### src/rtl/uart_tx.sv
// UART transmitter: start bit, DATA_WIDTH data bits LSB first, optional
// even/odd parity bit, one stop bit. Each bit lasts Prescale clock cycles.
module uart_tx #(
  parameter  int unsigned DATA_WIDTH = 8,
  parameter  int unsigned PRESCALE   = 32,
  localparam int unsigned PW         = $clog2(PRESCALE) + 1,
  localparam int unsigned BW         = (DATA_WIDTH > 1) ? $clog2(DATA_WIDTH) : 1
) (
  input  logic                  CLK,
  input  logic                  RST,
  input  logic [DATA_WIDTH-1:0] P_Data,
  input  logic                  Data_Valid,
  input  logic                  PAR_EN,
  input  logic                  PAR_TYP,
  input  logic [PW-1:0]         Prescale,
  output logic                  TX_OUT,
  output logic                  Busy
);

  typedef enum logic [2:0] {
    IDLE   = 3'd0,
    START  = 3'd1,
    DATA   = 3'd2,
    PARITY = 3'd3,
    STOP   = 3'd4
  } state_t;

  state_t                state;
  logic [PW-1:0]         edge_cnt;
  logic [PW-1:0]         presc_r;
  logic [BW-1:0]         bit_cnt;
  logic [DATA_WIDTH-1:0] data_r;
  logic                  par_en_r;
  logic                  par_typ_r;

  logic                  bit_done;
  logic                  last_bit;
  logic [BW-1:0]         bit_nxt;
  logic                  par_bit;
  logic [PW-1:0]         presc_eff;

  // Bit timing and frame helpers derived from the latched frame
  assign bit_done  = (edge_cnt == presc_r - PW'(1));
  assign last_bit  = (bit_cnt == BW'(DATA_WIDTH - 1));
  assign bit_nxt   = bit_cnt + BW'(1);
  assign par_bit   = (^data_r) ^ par_typ_r;
  assign presc_eff = (Prescale == '0) ? PW'(1) : Prescale;

  // Frame FSM with registered line and busy outputs
  always_ff @(posedge CLK) begin
    if (!RST) begin
      state     <= IDLE;
      edge_cnt  <= '0;
      presc_r   <= '0;
      bit_cnt   <= '0;
      data_r    <= '0;
      par_en_r  <= 1'b0;
      par_typ_r <= 1'b0;
      TX_OUT    <= 1'b1;
      Busy      <= 1'b0;
    end else begin
      case (state)
        IDLE: begin
          TX_OUT   <= 1'b1;
          Busy     <= 1'b0;
          edge_cnt <= '0;
          bit_cnt  <= '0;
          if (Data_Valid) begin
            data_r    <= P_Data;
            par_en_r  <= PAR_EN;
            par_typ_r <= PAR_TYP;
            presc_r   <= presc_eff;
            state     <= START;
            TX_OUT    <= 1'b0;
            Busy      <= 1'b1;
          end
        end

        START: begin
          if (bit_done) begin
            edge_cnt <= '0;
            bit_cnt  <= '0;
            state    <= DATA;
            TX_OUT   <= data_r[0];
          end else begin
            edge_cnt <= edge_cnt + PW'(1);
          end
        end

        DATA: begin
          if (bit_done) begin
            edge_cnt <= '0;
            if (last_bit) begin
              bit_cnt <= '0;
              if (par_en_r) begin
                state  <= PARITY;
                TX_OUT <= par_bit;
              end else begin
                state  <= STOP;
                TX_OUT <= 1'b1;
              end
            end else begin
              bit_cnt <= bit_nxt;
              TX_OUT  <= data_r[bit_nxt];
            end
          end else begin
            edge_cnt <= edge_cnt + PW'(1);
          end
        end

        PARITY: begin
          if (bit_done) begin
            edge_cnt <= '0;
            state    <= STOP;
            TX_OUT   <= 1'b1;
          end else begin
            edge_cnt <= edge_cnt + PW'(1);
          end
        end

        STOP: begin
          if (bit_done) begin
            edge_cnt <= '0;
            state    <= IDLE;
            TX_OUT   <= 1'b1;
            Busy     <= 1'b0;
          end else begin
            edge_cnt <= edge_cnt + PW'(1);
          end
        end

        default: begin
          state    <= IDLE;
          edge_cnt <= '0;
          bit_cnt  <= '0;
          TX_OUT   <= 1'b1;
          Busy     <= 1'b0;
        end
      endcase
    end
  end

endmodule
### config.mk
export PLATFORM = sky130hd
export DESIGN_NAME = uart_tx
export DESIGN_NICKNAME = d
export VERILOG_FILES = /design/src/rtl/uart_tx.sv
export SDC_FILE = /design/constraint.sdc
export NUM_CORES = 1
export LEC_CHECK = 0
export ABC_AREA = 1
export CAP_MARGIN = 20
export CORE_MARGIN = 5
export CORE_UTILIZATION = 40
export DETAILED_ROUTE_END_ITERATION = 7
export PLACE_DENSITY_LB_ADDON = 0.3
export SYNTH_ARGS = -nofsm -noshare
export SYNTH_HDL_FRONTEND = slang
export SYNTH_SLANG_ARGS = --single-unit
### constraint.sdc
create_clock -name CLK -period 2.45 [get_ports CLK]
set_input_delay 0.3675 -clock CLK [delete_from_list [all_inputs] [get_ports CLK]]
set_output_delay 0.3675 -clock CLK [all_outputs]
set_load 0.01 [all_outputs]
======== Word-level counts from Yosys, hierarchy flattened ========
Index checks and enable logic that the tools add are counted.
operators by class
  add/subtract/negate cells ............... 3
  order comparisons ....................... 1
  multiplexer cells ....................... 24
  bitwise gates (word level) .............. 5
  reduce and logical (&&, ||, !) cells .... 12
  equality and inequality tests ........... 13
operators with widths
  operator                                                    count
  2-to-1 mux 3 bit                                            9
  case mux 3 bit (5 select lines)                             1
  inequality test 2 bit, second input constant                6
  2-to-1 mux 1 bit                                            9
  case mux 3 bit (3 select lines)                             1
  XOR reduction 8 bit                                         1
  adder 6 x 1 -> 6 bit, second input constant                 1
  == test 3 x 2 -> 1 bit, second input constant               2
  == test 3 bit, second input constant                        2
  == test 6 bit                                               1
  logical NOT 6 bit                                           1
  2-to-1 mux 6 bit                                            1
  AND reduction 3 bit                                         2
  AND reduction 6 bit                                         1
  OR reduction 3 bit                                          2
  subtractor 6 x 1 -> 6 bit, second input constant            1
  less-than comparator 3 x 4 -> 1 bit, second input constant  1
  NOT 1 bit                                                   4
  case mux 1 bit (4 select lines)                             1
  AND reduction 2 bit                                         2
  OR reduction 4 bit                                          1
  adder 3 x 1 -> 3 bit, second input constant                 1
  binary-select mux 1 bit (select 3 bit)                      1
  == test 3 x 1 -> 1 bit, second input constant               1
  other kinds (5)                                             5
storage, ports and cells
  output and inout bits ................... 2
  bits of input ports ..................... 19
  word-level logic and storage cells ...... 67
  flip-flop bits (word level) ............. 30

======== Logic depth before layout (Yosys ltp) ========
Gate-level depths: netlist of the first run.
  depth in word-level cells ............... 6
  mapped depth ............................ 13
  gate-level depth less buffers ........... 13

======== Worst setup path before layout of the first run ========
OpenSTA, ideal clock, no wires.
  path type ............................... reg2reg
  start point ............................. reg presc_r[0]
  end point ............................... reg TX_OUT
  period minus slack after synthesis ...... 1.641 ns
  path buffers ............................ 0
  setup slack ............................. 0.809 ns
  stages on the path, launching flop included .. 11
  data required time ...................... 2.334 ns
  setup time .............................. 0.116 ns
  data arrival time ....................... 1.525 ns
  cells stage by stage .................... dfxtp_1 > inv_1 > ha_1 > xor2_1 > nand3_1 > nor2_4 > nand3_4 > nand2_4 > inv_4 > nor2_1 > a21oi_2
between the ends
  cells in the longest elaborated chain, start to end .. 4
  elaborated cells on any way between the ends .. 6
  those cells by class .................... 1 x add/sub; 4 x eq/ne; 1 x reduce/logical
ends and longest elaborated chain
  item                                                                                             line  source
  start, declared                                                                                  30    logic [PW-1:0] presc_r;
  start signal, assigned                                                                           72    presc_r <= presc_eff;
  subtractor 6 x 1 -> 6 bit (*)                                                                    43    assign bit_done = (edge_cnt == presc_r - PW'(1));
  == test 6 bit (*)                                                                                43
  inequality test 2 bit (no source line) / inequality test 2 x 1 -> 1 bit (equally long branches)  --
  AND reduction 3 bit (no source line) (*)                                                         --
  end signal, assigned                                                                             84    TX_OUT <= data_r[0];
  end signal, assigned                                                                             97    TX_OUT <= par_bit;
  end signal, assigned                                                                             104   TX_OUT <= data_r[bit_nxt];
  end, declared                                                                                    16    output logic TX_OUT,
Mark *: on every way between the ends. The rest lies on a longest branch, timed or not.
A chain may end at the register's enable or synchronous reset.

======== Worst setup path after layout of the first run ========
Ends and elaborated chain as after synthesis.

==> reports/metrics.yaml, run 1 <==
final_layout:
  area_growth_pct: 19.9
  instances_no_fill: 323
  layout_commonest_cell: "nand2_1"
  nets: 295
  layout-drive-gt1-share: 0.111
  fill_cells: 437
  diodes: 0
  final_cell_mix: "nand2_1 (62), dfxtp_1 (30), inv_1 (28)"
worst_setup_path:
  arrival_ns: 1.92
  cp.depth: 10
  worstPathMaxFanout: 5
  cp_cell_sequence: "inv_1 -> ha_1 -> xor2_1 -> nand3_1 -> nor2_4 -> nand3_4 -> nand2_4 -> inv_4 -> nor2_1 -> a21oi_2"
  crit_family: "simple AND/OR/NAND/NOR gates"
  crit_slowest_cell: "dfxtp_1"
  crit_type: "reg2reg"
  max_stage_delay_ns: 0.34
  rr_worst_depth: 10
  crit_required_ns: 2.62
  startpoint_type: "flip-flop"
  critPathBufInv: 2
  endpoint_kind: "flip-flop"
clock_network:
  cts-root-buf: "clkbuf_8"
  cts_buffers: 5
  cts.reportedPaths.clkPinSlew_ns: 0.06
  cts_setup_buffers: 0
  h-tree-depth: 2
  ctsLongestPathBuffers: 2
  ctsResizeCount: 0
  insertion_delay_ns: 0.28
  cts_tree: "done"
  cts.sinks: 30
  hold_buffers: 0
min_path:
  min_path_type: "reg2reg"
  whs_path_depth: 2
die:
  std_cell_rows: 24
  die_w_um: 75.8
  initial_core_util: 0.406
  pin_count: 21
  die_y_um: 75.8
  core_area_sq_mm: 0.00426
  die_area_sq_mm: 0.00574
synthesis:
  synth_area_sq_mm: 0.00173
  synth_cells: 247
  avgSynthCellArea_sq_um: 7.01
  seq_area_frac_synth: 0.347
  synth_cell_types: 29
  syn_nets: 270
  ys_ff_latch: 30
  yosysWarnings: 0
pwr:
  powerDensity_mw_per_mm2: 1120
  p_leak_uw: 0.000911
  peakVddDrop_mv: 0.461
sta:
  max_freq_mhz: 570
  drv_slew: 0
  finClkSkew_ns: 0.00739
  min_period_ns: 1.75
  hold_viol_final: 0
  worst_pin_slew_ns: 0.448
  maxSlewHeadroom: 0.701
  rsz0062_at_grt: "false"
  min_period_over_period: 0.716
  setup_viol: 0
  tns_ns: 0
detailed_routing:
  ant_nets: 0
  wl_per_cell_um: 11.4
  viasPerCell: 4.80
  route.detailed.drc: 0
  via_count: 1552
  first_pass_iters: 4
  routed_wl_mm: 3.70
  dr.first_iter.drc_count: 92
place:
  dp_cells: 317
  hpwl_mm: 2.87
  gp_congestion: 0.842
  portBuffers: 20
global_routing:
  first_global_vias: 1396
  antenna_found_initial: 0
  grt_overflow: 0
  grt_usage: 0.146
  grt_max_degree: 17
  grt_first_pass_wirelength_mm: 6.24
flow_run:
  drv_cap: 0
status:
  status: "completed"
per-stage QoR:
step	area (sq um)	hold WS (ns)	setup WS, ns	util	total power (uW)
finish	2070	0.471	0.696	0.487	2320
global route	2070	0.507	0.518	0.487	2550
CTS	2070	0.477	0.684	0.487	2330
detailed placement	1990	0.468	0.640	0.467	1930
global placement	1990	0.462	0.658	0.467	1920
floorplan	1730	0.440	0.809	-	1680
Yosys cell counts, drive strengths merged:
library cell	number	area share
nand2	68	0.17
inv	31	0.069
dfxtp	30	0.35
nor2	29	0.072
a21oi	24	0.072
nand3	21	0.084
o21ai	13	0.038
xor2	6	0.030
nand4	5	0.018
xnor2	5	0.025
ha	4	0.029
buf	3	0.0087
nor3b	2	0.014
a211oi	1	0.0043
a21o	1	0.0043
a31o	1	0.0051
clkbuf	1	0.0022
nand3b	1	0.0043
nor4	1	0.0036
tightest hold or removal path: stages, from the launching register on:
cell and delay (ns):
dfxtp_1 0.31, nand2_1 0.06, a21oi_1 0.05
registers in the layout (all words and copies together) (netlist names):
| name | count |
|---|---|
| data_r | 8 |
| edge_cnt | 6 |
| presc_r | 6 |
| bit_cnt | 3 |
| state | 3 |
| Busy | 1 |
| TX_OUT | 1 |
| par_en_r | 1 |
| par_typ_r | 1 |
layer usage:
| layer | share of wire | GRT usage | vias to the layer above | routed length, um |
|---|---|---|---|---|
| li1 | - | - | 842 | - |
| met1 | 0.47 | 0.186 | 665 | 1750 |
| met2 | 0.44 | 0.226 | 36 | 1610 |
| met3 | 0.068 | 0.0409 | 9 | 250 |
| met4 | 0.022 | 0.0718 | 0 | 81 |
| met5 | 0 | 0 | - | 0 |
power breakdown:
part / leakage [uW] / total, uW / internal [uW] / switching [uW]
registers: 0.000246 / 718 / 610 / 108
clock network: 0.0000431 / 395 / 216 / 179
logic: 0.000622 / 1200 / 460 / 745
total: 0.000911 / 2320 / 1290 / 1030
path summary, 6_finish.rpt:
check / slack, ns / endpoint / start
setup / recovery: 0.70 / TX_OUT / presc_r[0]
hold / removal: 0.47 / bit_cnt[2] / bit_cnt[2]
setup reg to reg: 0.70 / TX_OUT / presc_r[0]
hold reg to reg: 0.47 / bit_cnt[2] / bit_cnt[2]
cell families after synthesis:
kind of cell,share of synthesized area
AOI/OAI and AO/OA,0.123
xor gates and xnor gates,0.0557
adders and majority gates,0.0289
buffers and inverters,0.0795
DFF,0.347
and+or+nand+nor,0.366
area by class of cell:
type                            count  area (sq um)  area share
Timing Repair Buffer               22           215       0.104
Multi-Input combinational cell    182           992       0.478
Tap cell                           52          65.1      0.0314
Clock buffer                        6          82.6      0.0398
Inverter                           31           119      0.0573
Sequential cell                    30           601       0.290
(Power assumes the default switching activity.)
==> run 2, diff against run 1 <==
- clock period: 2.45 -> 1.5 ns (I/O delays scaled with it)
==> run 2 against run 1 <==
Against the previous run: the flow now finishes with violations (negative setup slack); wire length grew 1.2%; sequential cell count is the same; worst hold slack gained 0.015 ns; non-clock buffer count grew 15; via count grew 3.7%; critical path depth grew 1.
==> reports/metrics.yaml, run 2 (synthesis gave the netlist of run 1 again) <==
min_path:
  holdPathEnd: "par_typ_r"
  min_path_type: "reg2reg"
  whs_path_depth: 2
  min_from: "par_typ_r"
pwr:
  powerDensity_mw_per_mm2: 1810
  peakVddDrop_mv: 0.639
  p_leak_uw: 0.000995
place:
  gp_congestion: 0.919
  hpwl_mm: 3.00
  portBuffers: 20
  dp_slack_ns: -0.0850
die:
  die_y_um: 75.8
  die_area_sq_mm: 0.00574
  std_cell_rows: 24
  initial_core_util: 0.406
  core_area_sq_mm: 0.00426
  pin_count: 21
  die_w_um: 75.8
clock_network:
  ctsLongestPathBuffers: 2
  insertion_delay_ns: 0.28
  cts_buffers: 5
  cts-root-buf: "clkbuf_8"
  h-tree-depth: 2
  cts_tree: "done"
  cts.reportedPaths.clkPinSlew_ns: 0.07
  hold_buffers: 0
  cts.sinks: 30
global_routing:
  grt_overflow: 0
  grt_first_pass_wirelength_mm: 6.77
  antenna_found_initial: 0
  grt_usage: 0.154
  grt_max_degree: 27
  first_global_vias: 1504
worst_setup_path:
  endpoint_kind: "flip-flop"
  startpoint_type: "flip-flop"
  worstPathMaxFanout: 7
  reg2reg_setup_slack_ns: -0.12
  rr_worst_depth: 11
  crit_required_ns: 1.71
  r2r-start: "presc_r[1]"
  crit_type: "reg2reg"
  crit-reg2reg-capture: "TX_OUT"
  crit_start: "presc_r[1]"
  arrival_ns: 1.83
sta:
  max_freq_mhz: 617
  rsz0062_at_grt: "true"
  setup_viol: 13
  tns_ns: -0.968
  finClkSkew_ns: 0.0108
  min_period_over_period: 1.08
  maxSlewHeadroom: 0.780
  min_period_ns: 1.62
  worst_slack_ns: -0.120
  hold_viol_final: 0
  worst_pin_slew_ns: 0.327
  drv_slew: 0
final_layout:
  layout_commonest_cell: "nand2_1"
  largestRegisters: "data_r x8, edge_cnt x6, presc_r x6"
  nets: 310
  layout-drive-gt1-share: 0.205
  final_util: 0.532
  diodes: 0
  largest_register: "data_r"
  final_cell_mix: "nand2_1 (61), dfxtp_1 (28), inv_1 (25)"
  largest_reg_flops: 8
  area_growth_pct: 31.2
  fill_cells: 425
status:
  violations: "negative setup slack"
  status: "finished with violations"
detailed_routing:
  first_pass_iters: 4
  ant_nets: 0
  dr.first_iter.drc_count: 116
  via_count: 1610
  viasPerCell: 4.74
  route.detailed.drc: 0
  routed_wl_mm: 3.74
  wl_per_cell_um: 11.0
flow_run:
  drv_cap: 0
run 2: changes by cell type in the layout (fill, tap and decap cells not counted), moves of 3 or more:
| cell | delta |
|---|---|
| buf_4 | +13 |
| nor2_1 | -5 |
| inv_1 | -3 |
| nor2_2 | +3 |
run 2: what timing repair did:
action,in CTS,in global routing
hold endpoints to repair,0,0
setup buffers,2,1
pin swaps,8,5
gates resized for setup,1,8
setup endpoints to repair,13,22
run 2: cell type report:
type	count	area, sq um	area share
well taps	52	65.1	0.0287
repair buffers	37	353	0.155
multi-input cells	182	1030	0.456
clock buffers	7	86.3	0.0380
clock inverters	1	5.00	0.00221
flip-flops and latches	30	603	0.266
inverters	31	123	0.0540
run 2: metal layers:
layer | vias up | wire length, um | global-route usage
li1 | 884 | - | -
met1 | 696 | 1760 | 0.194
met2 | 23 | 1770 | 0.253
met3 | 7 | 163 | 0.0396
met4 | 0 | 51 | 0.0524
met5 | - | 0 | 0
run 2: stage by stage:
step / std cells / total power, uW / hold WS, ns / instance area, sq um
after floorplan: 247 / 2770 / 0.370 / 1750
after global placement: 329 / 3340 / 0.467 / 2120
after detailed placement: 329 / 3390 / 0.479 / 2120
after CTS: 339 / 4090 / 0.487 / 2230
after global routing: 340 / 4540 / 0.500 / 2270
final: 340 / 4110 / 0.486 / 2270
run 2: worst max-delay path by stage:
stage / slack (ns) / cells after the start / end
after global placement: -0.04 / 11 / TX_OUT
final: -0.12 / 11 / TX_OUT
after detailed placement: -0.08 / 11 / TX_OUT
after global routing: -0.23 / 11 / TX_OUT
after CTS: -0.10 / 11 / TX_OUT
after floorplan: -0.03 / 10 / TX_OUT
run 2: critical path, cell delays in order, from the launching register on:
cell and delay (ns):
dfxtp_2 0.33, inv_2 0.05, ha_4 0.25, xor2_1 0.17, nand3_2 0.10, nor2_4 0.12
nand3_4 0.11, nand2_4 0.12, inv_4 0.06, nand2_8 0.09, nor2_2 0.04, a21oi_2 0.08
run 2: where the power goes:
part           leakage [uW]  switching [uW]  internal [uW]
Combinational      0.000700            1340            950
Sequential         0.000247             157           1000
Clock             0.0000482             293            369
==> run 3, diff against run 2 <==
- clock period: 1.5 -> 1.3 ns (I/O delays scaled with it)
==> run 3 against run 2 <==
Against the previous run: the flow still finishes with violations (negative setup slack); register-to-register slack got worse by 0.25 ns; design area up 13%; core utilization increased by 7.0 points; total power up 40%; sequential power up 18%; setup slack got worse by 0.25 ns; fmax is 3.1% lower; sequential share of layout area shrank 2.9 points; critical path type unchanged.
==> reports/metrics.yaml, run 3 (synthesis gave the netlist of run 1 again) <==
clock_network:
  cts.sinks: 30
  cts-root-buf: "clkbuf_8"
  cts_buffers: 5
  cts_tree: "done"
  insertion_delay_ns: 0.29
  h-tree-depth: 2
  ctsLongestPathBuffers: 2
  cts.reportedPaths.clkPinSlew_ns: 0.07
worst_setup_path:
  crit_start: "presc_r[0]"
  startpoint_type: "flip-flop"
  worstPathMaxFanout: 7
  crit_type: "reg2reg"
  arrival_ns: 1.89
  r2r-start: "presc_r[0]"
  endpoint_kind: "flip-flop"
  rr_worst_depth: 11
  crit_required_ns: 1.52
pwr:
  p_leak_uw: 0.00115
  powerDensity_mw_per_mm2: 2240
  power_uw: 5760
  peakVddDrop_mv: 1.16
final_layout:
  nets: 334
  layout_commonest_cell: "nand2_1"
  layout-drive-gt1-share: 0.308
  area_growth_pct: 48.4
  largest_register: "data_r"
  final_cell_area_sq_mm: 0.00257
  final_cell_mix: "nand2_1 (60), buf_4 (35), dfxtp_1 (26)"
  largestRegisters: "data_r x8, edge_cnt x6, presc_r x6"
  diodes: 0
  largest_reg_flops: 8
place:
  gp_congestion: 0.849
  hpwl_mm: 3.19
  portBuffers: 20
  dp_slack_ns: -0.299
  placed_area_sq_mm: 0.00227
global_routing:
  grt_first_pass_wirelength_mm: 7.04
  antenna_found_initial: 0
  grt_usage: 0.164
  grt_max_degree: 11
  grt_overflow: 0
  first_global_vias: 1621
detailed_routing:
  wl_per_cell_um: 11.6
  via_count: 1731
  viasPerCell: 4.76
  dr.first_iter.drc_count: 107
  ant_nets: 0
  route.detailed.drc: 0
  routed_wl_mm: 4.24
  first_pass_iters: 4
status:
  violations: "negative setup slack"
  status: "finished with violations"
sta:
  maxSlewHeadroom: 0.782
  rsz0062_at_grt: "true"
  hold_viol_final: 0
  worst_slack_ns: -0.372
  min_period_over_period: 1.29
  worst_pin_slew_ns: 0.324
  setup_viol: 14
  max_freq_mhz: 598
  finClkSkew_ns: 0.00680
  min_period_ns: 1.67
  drv_slew: 0
die:
  pin_count: 21
  std_cell_rows: 24
  core_area_sq_mm: 0.00426
  die_y_um: 75.8
  die_w_um: 75.8
  initial_core_util: 0.406
  die_area_sq_mm: 0.00574
min_path:
  whs_path_depth: 3
  min_path_type: "in2reg"
  min_from: "PAR_TYP"
flow_run:
  drv_cap: 0
run 3: final timing paths:
check,endpoint,slack [ns]
setup reg to reg,TX_OUT,-0.37
setup / recovery,TX_OUT,-0.37
hold / removal,par_typ_r,0.45
hold reg to reg,bit_cnt[2],0.47
run 3: final cells by class:
type	count	area (sq um)
Fill cell	390	1700
Clock inverter	3	40.0
Tap cell	52	65.1
Timing Repair Buffer	61	578
Inverter	31	123
Multi-Input combinational cell	182	1080
Clock buffer	5	68.8
Sequential cell	30	608
run 3: critical path: stages, from the launching register on:
cell and delay [ns]:
dfxtp_2 0.34, inv_2 0.05, ha_4 0.25, xor2_1 0.15
nand3_1 0.13, nor2_4 0.17, nand3_4 0.11, nand2_4 0.12
inv_4 0.06, nand2_8 0.09, nor2_4 0.04, a21oi_2 0.09
run 3: layer usage:
layer | vias up | routed length (um) | global-route usage
met5 | - | 0 | 0
met4 | 0 | 85 | 0.0738
met3 | 9 | 176 | 0.0356
met2 | 34 | 2080 | 0.277
met1 | 760 | 1900 | 0.197
li1 | 928 | - | -
run 3: per-stage QoR:
stage          utilization  hold WS [ns]  setup TNS, ns  cells
2_1_floorplan            -         0.340          -2.60    247
3_3_place_gp         0.532         0.464          -3.73    350
3_5_place_dp         0.532         0.456          -4.49    350
4_1_cts              0.583         0.451          -3.74    362
5_1_grt              0.602         0.455          -6.34    364
6_report             0.602         0.454          -4.63    364
run 3: repair_timing:
action / in CTS / in global routing
gates resized for setup: 18 / 20
gates cloned: 2 / 0
buffers inserted: 2 / 2
endpoints found under the setup margin: 26 / 26
hold buffers: 0 / 0
pin swaps: 11 / 14
run 3: power breakdown:
part	total [uW]	switching (uW)	internal, uW
Clock	932	369	563
Combinational	3460	1780	1680
Sequential	1370	204	1160
Total	5760	2350	3410
